File: src/rtl/ahb_pkg.sv
// Shared AHB-Lite encodings, CPU request size codes and the initiator state type.
// Imported by the memory master, its lane aligner and the bench.
package ahb_pkg;

    localparam logic [1:0] HTRANS_IDLE   = 2'b00;
    localparam logic [1:0] HTRANS_BUSY   = 2'b01;
    localparam logic [1:0] HTRANS_NONSEQ = 2'b10;
    localparam logic [1:0] HTRANS_SEQ    = 2'b11;

    localparam logic [2:0] HSIZE_BYTE = 3'b000;
    localparam logic [2:0] HSIZE_HALF = 3'b001;
    localparam logic [2:0] HSIZE_WORD = 3'b010;

    localparam logic [2:0] HBURST_SINGLE = 3'b000;
    localparam logic [3:0] HPROT_DEFAULT = 4'b0011;

    localparam logic [1:0] CPU_SIZE_BYTE    = 2'b00;
    localparam logic [1:0] CPU_SIZE_HALF    = 2'b01;
    localparam logic [1:0] CPU_SIZE_WORD    = 2'b10;
    localparam logic [1:0] CPU_SIZE_ILLEGAL = 2'b11;

    typedef enum logic [1:0] {
        ST_IDLE = 2'b00,
        ST_ADDR = 2'b01,
        ST_DATA = 2'b10,
        ST_RESP = 2'b11
    } state_t;

    // Size 11 and any access not aligned to its own size never reach the bus.
    function automatic logic req_is_legal(input logic [1:0] size, input logic [1:0] addr_lo);
        logic ok;
        case (size)
            CPU_SIZE_BYTE: ok = 1'b1;
            CPU_SIZE_HALF: ok = (addr_lo[0] == 1'b0);
            CPU_SIZE_WORD: ok = (addr_lo == 2'b00);
            default:       ok = 1'b0;
        endcase
        return ok;
    endfunction

endpackage

File: src/rtl/ahb_mem_master_if.sv
// AHB-Lite bus plus CPU load/store request/response bundle for ahb_mem_master.
// The master modport is the initiator's view; slave is the CPU/memory side.
interface ahb_mem_master_if;

    logic [31:0] HADDR;
    logic [1:0]  HTRANS;
    logic        HWRITE;
    logic [2:0]  HSIZE;
    logic [2:0]  HBURST;
    logic [3:0]  HPROT;
    logic        HMASTLOCK;
    logic [31:0] HWDATA;
    logic [31:0] HRDATA;
    logic        HREADY;
    logic        HRESP;

    logic        req_valid;
    logic        req_ready;
    logic        req_write;
    logic [1:0]  req_size;
    logic        req_signed;
    logic [31:0] req_addr;
    logic [31:0] req_wdata;
    logic        resp_valid;
    logic [31:0] resp_rdata;
    logic        resp_err;
    logic        busy;

    modport master (
        output HADDR, HTRANS, HWRITE, HSIZE, HBURST, HPROT, HMASTLOCK, HWDATA,
        input  HRDATA, HREADY, HRESP,
        input  req_valid, req_write, req_size, req_signed, req_addr, req_wdata,
        output req_ready, resp_valid, resp_rdata, resp_err, busy
    );

    modport slave (
        input  HADDR, HTRANS, HWRITE, HSIZE, HBURST, HPROT, HMASTLOCK, HWDATA,
        output HRDATA, HREADY, HRESP,
        output req_valid, req_write, req_size, req_signed, req_addr, req_wdata,
        input  req_ready, resp_valid, resp_rdata, resp_err, busy
    );

endinterface

File: src/rtl/ahb_lane_align.sv
// Combinational byte-lane steering: store data replication onto HWDATA and
// little-endian load extraction with optional sign extension.
module ahb_lane_align
    import ahb_pkg::*;
(
    input  logic [1:0]  i_size,
    input  logic [1:0]  i_addr_lo,
    input  logic        i_signed,
    input  logic [31:0] i_wdata,
    input  logic [31:0] i_hrdata,
    output logic [31:0] o_hwdata,
    output logic [31:0] o_rdata
);

    logic [7:0]  w_byte;
    logic [15:0] w_half;

    assign w_half = i_addr_lo[1] ? i_hrdata[31:16] : i_hrdata[15:0];

    always_comb begin
        case (i_size)
            CPU_SIZE_BYTE: o_hwdata = {4{i_wdata[7:0]}};
            CPU_SIZE_HALF: o_hwdata = {2{i_wdata[15:0]}};
            default:       o_hwdata = i_wdata;
        endcase
    end

    always_comb begin
        case (i_addr_lo)
            2'b00:   w_byte = i_hrdata[7:0];
            2'b01:   w_byte = i_hrdata[15:8];
            2'b10:   w_byte = i_hrdata[23:16];
            2'b11:   w_byte = i_hrdata[31:24];
            default: w_byte = 8'h00;
        endcase
    end

    always_comb begin
        case (i_size)
            CPU_SIZE_BYTE: o_rdata = {{24{i_signed & w_byte[7]}}, w_byte};
            CPU_SIZE_HALF: o_rdata = {{16{i_signed & w_half[15]}}, w_half};
            default:       o_rdata = i_hrdata;
        endcase
    end

endmodule

File: src/rtl/ahb_mem_master.sv
// Single-transfer AHB-Lite initiator: one CPU load/store at a time, run as a
// NONSEQ SINGLE transfer, with wait states and two-cycle ERROR handling.
module ahb_mem_master
    import ahb_pkg::*;
(
    input  logic             HCLK,
    input  logic             HRESET,
    ahb_mem_master_if.master bus
);

    state_t      r_state;
    logic        r_write;
    logic [1:0]  r_size;
    logic        r_signed;
    logic [31:0] r_wdata;
    logic [31:0] r_haddr;
    logic [1:0]  r_htrans;
    logic        r_hwrite;
    logic [2:0]  r_hsize;
    logic [31:0] r_hwdata;
    logic        r_req_ready;
    logic        r_resp_valid;
    logic [31:0] r_resp_rdata;
    logic        r_resp_err;
    logic        r_busy;

    logic [31:0] w_hwdata;
    logic [31:0] w_rdata;

    ahb_lane_align u_lane_align (
        .i_size    (r_size),
        .i_addr_lo (r_haddr[1:0]),
        .i_signed  (r_signed),
        .i_wdata   (r_wdata),
        .i_hrdata  (bus.HRDATA),
        .o_hwdata  (w_hwdata),
        .o_rdata   (w_rdata)
    );

    // Transfer FSM; every bus and response output is a register updated here.
    always_ff @(posedge HCLK or posedge HRESET) begin
        if (HRESET) begin
            r_state      <= ST_IDLE;
            r_write      <= 1'b0;
            r_size       <= CPU_SIZE_BYTE;
            r_signed     <= 1'b0;
            r_wdata      <= 32'h0000_0000;
            r_haddr      <= 32'h0000_0000;
            r_htrans     <= HTRANS_IDLE;
            r_hwrite     <= 1'b0;
            r_hsize      <= HSIZE_BYTE;
            r_hwdata     <= 32'h0000_0000;
            r_req_ready  <= 1'b1;
            r_resp_valid <= 1'b0;
            r_resp_rdata <= 32'h0000_0000;
            r_resp_err   <= 1'b0;
            r_busy       <= 1'b0;
        end else begin
            case (r_state)
                ST_IDLE: begin
                    if (bus.req_valid && r_req_ready) begin
                        r_req_ready <= 1'b0;
                        r_busy      <= 1'b1;
                        r_write     <= bus.req_write;
                        r_size      <= bus.req_size;
                        r_signed    <= bus.req_signed;
                        r_wdata     <= bus.req_wdata;
                        if (req_is_legal(bus.req_size, bus.req_addr[1:0])) begin
                            r_state  <= ST_ADDR;
                            r_haddr  <= bus.req_addr;
                            r_htrans <= HTRANS_NONSEQ;
                            r_hwrite <= bus.req_write;
                            r_hsize  <= {1'b0, bus.req_size};
                        end else begin
                            // Rejected locally: the bus never sees this request.
                            r_state      <= ST_RESP;
                            r_resp_valid <= 1'b1;
                            r_resp_err   <= 1'b1;
                            r_resp_rdata <= 32'h0000_0000;
                        end
                    end
                end
                ST_ADDR: begin
                    if (bus.HREADY) begin
                        r_state  <= ST_DATA;
                        r_htrans <= HTRANS_IDLE;
                        r_hwdata <= r_write ? w_hwdata : 32'h0000_0000;
                    end
                end
                ST_DATA: begin
                    // HREADY low covers both wait states and the first ERROR cycle.
                    if (bus.HREADY) begin
                        r_state      <= ST_RESP;
                        r_hwdata     <= 32'h0000_0000;
                        r_resp_valid <= 1'b1;
                        r_resp_err   <= bus.HRESP;
                        r_resp_rdata <= (bus.HRESP || r_write) ? 32'h0000_0000 : w_rdata;
                    end
                end
                ST_RESP: begin
                    r_state      <= ST_IDLE;
                    r_resp_valid <= 1'b0;
                    r_resp_err   <= 1'b0;
                    r_resp_rdata <= 32'h0000_0000;
                    r_req_ready  <= 1'b1;
                    r_busy       <= 1'b0;
                end
                default: begin
                    r_state      <= ST_IDLE;
                    r_htrans     <= HTRANS_IDLE;
                    r_resp_valid <= 1'b0;
                    r_req_ready  <= 1'b1;
                    r_busy       <= 1'b0;
                end
            endcase
        end
    end

    assign bus.HADDR      = r_haddr;
    assign bus.HTRANS     = r_htrans;
    assign bus.HWRITE     = r_hwrite;
    assign bus.HSIZE      = r_hsize;
    assign bus.HBURST     = HBURST_SINGLE;
    assign bus.HPROT      = HPROT_DEFAULT;
    assign bus.HMASTLOCK  = 1'b0;
    assign bus.HWDATA     = r_hwdata;
    assign bus.req_ready  = r_req_ready;
    assign bus.resp_valid = r_resp_valid;
    assign bus.resp_rdata = r_resp_rdata;
    assign bus.resp_err   = r_resp_err;
    assign bus.busy       = r_busy;

endmodule

File: src/flat_wrapper.sv
// flat-port wrapper written by rule: the top's interface ports become plain ports
module ahb_mem_master_flat import ahb_pkg::*;
  (HCLK, HRESET, bus_HADDR, bus_HTRANS, bus_HWRITE, bus_HSIZE, bus_HBURST, bus_HPROT, bus_HMASTLOCK, bus_HWDATA, bus_HRDATA, bus_HREADY, bus_HRESP, bus_req_valid, bus_req_write, bus_req_size, bus_req_signed, bus_req_addr, bus_req_wdata, bus_req_ready, bus_resp_valid, bus_resp_rdata, bus_resp_err, bus_busy);
  ahb_mem_master_if bus_i ();
  input  logic HCLK;
  input  logic HRESET;
  output wire logic [$bits(bus_i.HADDR)-1:0] bus_HADDR;
  output wire logic [$bits(bus_i.HTRANS)-1:0] bus_HTRANS;
  output wire logic [$bits(bus_i.HWRITE)-1:0] bus_HWRITE;
  output wire logic [$bits(bus_i.HSIZE)-1:0] bus_HSIZE;
  output wire logic [$bits(bus_i.HBURST)-1:0] bus_HBURST;
  output wire logic [$bits(bus_i.HPROT)-1:0] bus_HPROT;
  output wire logic [$bits(bus_i.HMASTLOCK)-1:0] bus_HMASTLOCK;
  output wire logic [$bits(bus_i.HWDATA)-1:0] bus_HWDATA;
  input wire logic [$bits(bus_i.HRDATA)-1:0] bus_HRDATA;
  input wire logic [$bits(bus_i.HREADY)-1:0] bus_HREADY;
  input wire logic [$bits(bus_i.HRESP)-1:0] bus_HRESP;
  input wire logic [$bits(bus_i.req_valid)-1:0] bus_req_valid;
  input wire logic [$bits(bus_i.req_write)-1:0] bus_req_write;
  input wire logic [$bits(bus_i.req_size)-1:0] bus_req_size;
  input wire logic [$bits(bus_i.req_signed)-1:0] bus_req_signed;
  input wire logic [$bits(bus_i.req_addr)-1:0] bus_req_addr;
  input wire logic [$bits(bus_i.req_wdata)-1:0] bus_req_wdata;
  output wire logic [$bits(bus_i.req_ready)-1:0] bus_req_ready;
  output wire logic [$bits(bus_i.resp_valid)-1:0] bus_resp_valid;
  output wire logic [$bits(bus_i.resp_rdata)-1:0] bus_resp_rdata;
  output wire logic [$bits(bus_i.resp_err)-1:0] bus_resp_err;
  output wire logic [$bits(bus_i.busy)-1:0] bus_busy;
  assign bus_HADDR = bus_i.HADDR;
  assign bus_HTRANS = bus_i.HTRANS;
  assign bus_HWRITE = bus_i.HWRITE;
  assign bus_HSIZE = bus_i.HSIZE;
  assign bus_HBURST = bus_i.HBURST;
  assign bus_HPROT = bus_i.HPROT;
  assign bus_HMASTLOCK = bus_i.HMASTLOCK;
  assign bus_HWDATA = bus_i.HWDATA;
  assign bus_i.HRDATA = bus_HRDATA;
  assign bus_i.HREADY = bus_HREADY;
  assign bus_i.HRESP = bus_HRESP;
  assign bus_i.req_valid = bus_req_valid;
  assign bus_i.req_write = bus_req_write;
  assign bus_i.req_size = bus_req_size;
  assign bus_i.req_signed = bus_req_signed;
  assign bus_i.req_addr = bus_req_addr;
  assign bus_i.req_wdata = bus_req_wdata;
  assign bus_req_ready = bus_i.req_ready;
  assign bus_resp_valid = bus_i.resp_valid;
  assign bus_resp_rdata = bus_i.resp_rdata;
  assign bus_resp_err = bus_i.resp_err;
  assign bus_busy = bus_i.busy;
  ahb_mem_master u_core (.HCLK(HCLK), .HRESET(HRESET), .bus(bus_i));
endmodule
File: config.mk
export PLATFORM = sky130hd
export DESIGN_NAME = ahb_mem_master_flat
export DESIGN_NICKNAME = d
export VERILOG_FILES = /design/src/rtl/ahb_pkg.sv /design/src/rtl/ahb_mem_master_if.sv /design/src/rtl/ahb_lane_align.sv /design/src/rtl/ahb_mem_master.sv /design/src/flat_wrapper.sv
export SDC_FILE = /design/constraint.sdc
export NUM_CORES = 1
export LEC_CHECK = 0
export CAP_MARGIN = 30
export CORE_ASPECT_RATIO = 1.5
export CORE_MARGIN = 5
export CORE_UTILIZATION = 35
export CTS_CLUSTER_SIZE = 30
export DETAILED_ROUTE_END_ITERATION = 8
export PLACE_DENSITY = 0.78
export SLEW_MARGIN = 20
export SYNTH_ARGS = -nofsm -noshare
export SYNTH_HDL_FRONTEND = slang
export SYNTH_SLANG_ARGS = --single-unit
File: constraint.sdc
create_clock -name HCLK -period 5.5 [get_ports HCLK]
set_input_delay 1.375 -clock HCLK [delete_from_list [all_inputs] [get_ports HCLK]]
set_output_delay 1.375 -clock HCLK [all_outputs]
set_load 0.02 [all_outputs]
==> flow_metrics.tcl <==
set metrics [dict create \
    slew_headroom_pct 50.3 \
    fmax_mhz 307 \
    rows 60 \
    drc 0 \
    critPathRequiredTime_ns 5.79 \
    async_flop_share_pct 100 \
    fin_ws_ns 2.24 \
    path_delay_family "simple AND/OR/NAND/NOR gates" \
    powerDensity_nw_per_um2 579 \
    core_um2 18000 \
    crit_chain "clkdlybuf4s50_1 > nor3_1 > o21ai_1 > nand2_2 > mux2_1" \
    p_leak_nw 3.96 \
    cts_tree "built" \
    slowest_stage "nand2_2" \
    cts_root_buf "clkbuf_16" \
    ys_warn_count 0 \
    diodes 0 \
    grt_max_degree 70 \
    vias 4860 \
    syn_inst 517 \
    synth_flop_cell "dfrtp_1" \
    crit_buf_inv 1 \
    ctsHoldBuffers 0 \
    viasPerCell 5.13 \
    wl_per_cell_um 19.1 \
    synth_area_leaders "dfrtp_1 55%, mux2_1 7.5%, mux2_2 7.4%" \
    drive_gt1_share_pct 13.8 \
    ant_nets 0 \
    final_common_cell "clkdlybuf4s50_1" \
    h-tree-depth 4 \
    ctsResizeCount 0 \
    grt_pass1_vias 5018 \
    drv_cap 0 \
    period_minus_slack_ns 3.26 \
    worstPathArrival_ns 3.55 \
    setup_viol 0 \
    syn-cell-area_um2 6430 \
    critPathMaxFanout 34 \
    cts_buffers 17 \
    outcome "complete, no violations" \
    antenna_found_initial 0 \
    cts.sinks 142 \
    drtIter0Drc 183 \
    overflow 0 \
    ys_ff_latch 142 \
    place.port_buffers 208 \
    holdCritPathClass "flip-flop to flip-flop" \
    path_class "primary input to flip-flop" \
    tns_ns 0 \
    rsz0062_at_grt "false" \
    yosys.area.top_type "dfrtp_1" \
    critPathCaptureType "flip-flop" \
    critical-path-max-stage-delay_ns 0.60 \
    yosys.cell_types.count 46 \
    grt_pass1_wl_um 28200 \
    clock_latency_ns 0.42 \
    period_share_pct 59.3 \
    start_kind "primary input" \
    synth_edf_count 0 \
    ir_worst_vdd_uv 291 \
    die_h_um 176 \
    syn-mean-instance-area_um2 12.4 \
    fin_skew_ns 0.00999 \
    grt_usage_pct 17.2 \
    die_w_um 121 \
    maxSlewViolCount 0 \
    dp_slack_ns 1.84 \
    yosysSeqAreaShare_pct 55.3 \
    dr.pass1.iters 4 \
    synth_top_area_share_pct 54.9 \
    cts_buffer_depth 2 \
    dp_hpwl_um 13500 \
    die-area_um2 21200 \
    hold_violations 0 \
    finalWirelength_um 18100 \
    tightest_slew_ns 0.743 \
    io_pins 219 \
    fin_nets 828 \
    layout_common_cells "208 x clkdlybuf4s50_1, 141 x dfrtp_1, 43 x mux2_1" \
    place_congestion 0.791 \
    cts.clk_slew.worst_paths_ns 0.06 \
    syn2layout_area_growth_pct 43.8 \
    post_cts_buffers 0 \
    initial_core_util_pct 35.7 \
]
-- per-stage QoR --
stage | util, % | hold WS [ns] | power, mW | cell area (µm²) | std cells
4_1_cts | 51.3 | 0.485 | 5.43 | 9240 | 947
3_3_place_gp | 47.9 | 0.461 | 4.22 | 8630 | 914
2_1_floorplan | - | 0.479 | 3.24 | 6460 | 525
3_5_place_dp | 48.1 | 0.472 | 4.29 | 8670 | 916
6_report | 51.3 | 0.481 | 5.35 | 9240 | 947
5_1_grt | 51.3 | 0.508 | 5.67 | 9240 | 947
-- flip-flops by register name (all words and copies together), names as in the netlist --
name	flops
u_core.r_wdata	32
u_core.bus.resp_err	1
u_core.bus.HWRITE	1
u_core.bus.HTRANS	1
u_core.r_write	1
u_core.bus.HWDATA	32
u_core.r_state	2
u_core.bus.resp_valid	1
u_core.bus.resp_rdata	32
u_core.r_signed	1
u_core.bus.busy	1
u_core.bus.HADDR	32
u_core.r_size	2
u_core.bus.HSIZE	2
u_core.bus.req_ready	1
-- final timing paths --
check / from / to / slack, ns / depth (start not counted)
max in group asynchronous: HRESET / u_core.bus.resp_rdata[18]$_DFFE_PP0P_ / 3.38 / 3
worst max-delay path: bus_req_size[0] / u_core.bus.resp_rdata[4]$_DFFE_PP0P_ / 2.24 / 5
worst min register to register: u_core.bus.HWDATA[24]$_DFFE_PP0P_ / u_core.bus.HWDATA[24]$_DFFE_PP0P_ / 0.48 / 2
worst max register to register: u_core.r_state[1]$_DFFE_PP0P_ / u_core.bus.HADDR[9]$_DFFE_PP0P_ / 3.00 / 6
worst min-delay path: u_core.bus.HWDATA[24]$_DFFE_PP0P_ / u_core.bus.HWDATA[24]$_DFFE_PP0P_ / 0.48 / 2
min in group asynchronous: HRESET / u_core.bus.HADDR[15]$_DFFE_PP0P_ / 1.37 / 2
-- worst register-to-register path, delay by kind of cell (launching register included) --
family | cells | cell delay (ns)
adders and majority gates | 1 | 0.35
DFF | 1 | 0.40
and+or+nand+nor | 1 | 0.46
buffers and inverters | 2 | 0.37
AOI/OAI and AO/OA | 1 | 0.48
muxes | 1 | 0.33
-- cells in the mapped netlist, drive strengths merged (2+ instances only) --
master,instances
a31oi,2
a21oi,8
nor3,4
or3b,2
nand3,2
ha,5
a221oi,8
a21o,7
buf,33
o2bb2ai,24
a22o,9
mux2,85
dfrtp,141
and2b,2
o21bai,2
o21ai,42
nor2,32
nand2b,3
clkbuf,9
inv,9
conb,2
mux2i,16
nor2b,7
o22ai,7
a211oi,15
nand2,29
-- per-layer routing --
layer | wire length (µm) | global-route usage, % | vias up | share of wire (%)
li1 | - | - | 2263 | -
met2 | 9750 | 31.1 | 156 | 54
met1 | 6950 | 19.6 | 2414 | 38
met5 | 0 | 0 | - | 0
met3 | 988 | 3.94 | 27 | 5.4
met4 | 451 | 6.43 | 0 | 2.5
-- layout make-up --
cell class / instances / area (µm²)
sequential: 142 / 3550
inverter: 9 / 38.8
multi-input combinational: 332 / 2630
clock inverter: 13 / 128
tap: 217 / 272
clock buffer: 18 / 439
fill: 1599 / 8780
timing repair buffer: 216 / 2170
-- where the power goes --
part | total [mW] | internal (mW) | leakage [nW] | switching (mW)
clock network | 1.11 | 0.642 | 0.276 | 0.468
registers | 1.84 | 1.50 | 1.82 | 0.338
logic | 2.40 | 1.16 | 1.86 | 1.24
-- kinds of logic (layout without fill, tap and decap cells) --
family / Yosys count / after routing / synth area share [%]
AOI/OAI and AO/OA: 128 / 128 / 14.6
muxes: 102 / 102 / 17.7
other: 2 / 10 / 0.117
DFF: 142 / 142 / 55.3
adders and majority gates: 5 / 5 / 0.973
and+or+nand+nor: 87 / 87 / 6.81
buffers and inverters: 51 / 256 / 4.42
No activity file was read; power rests on OpenSTA's default activity.
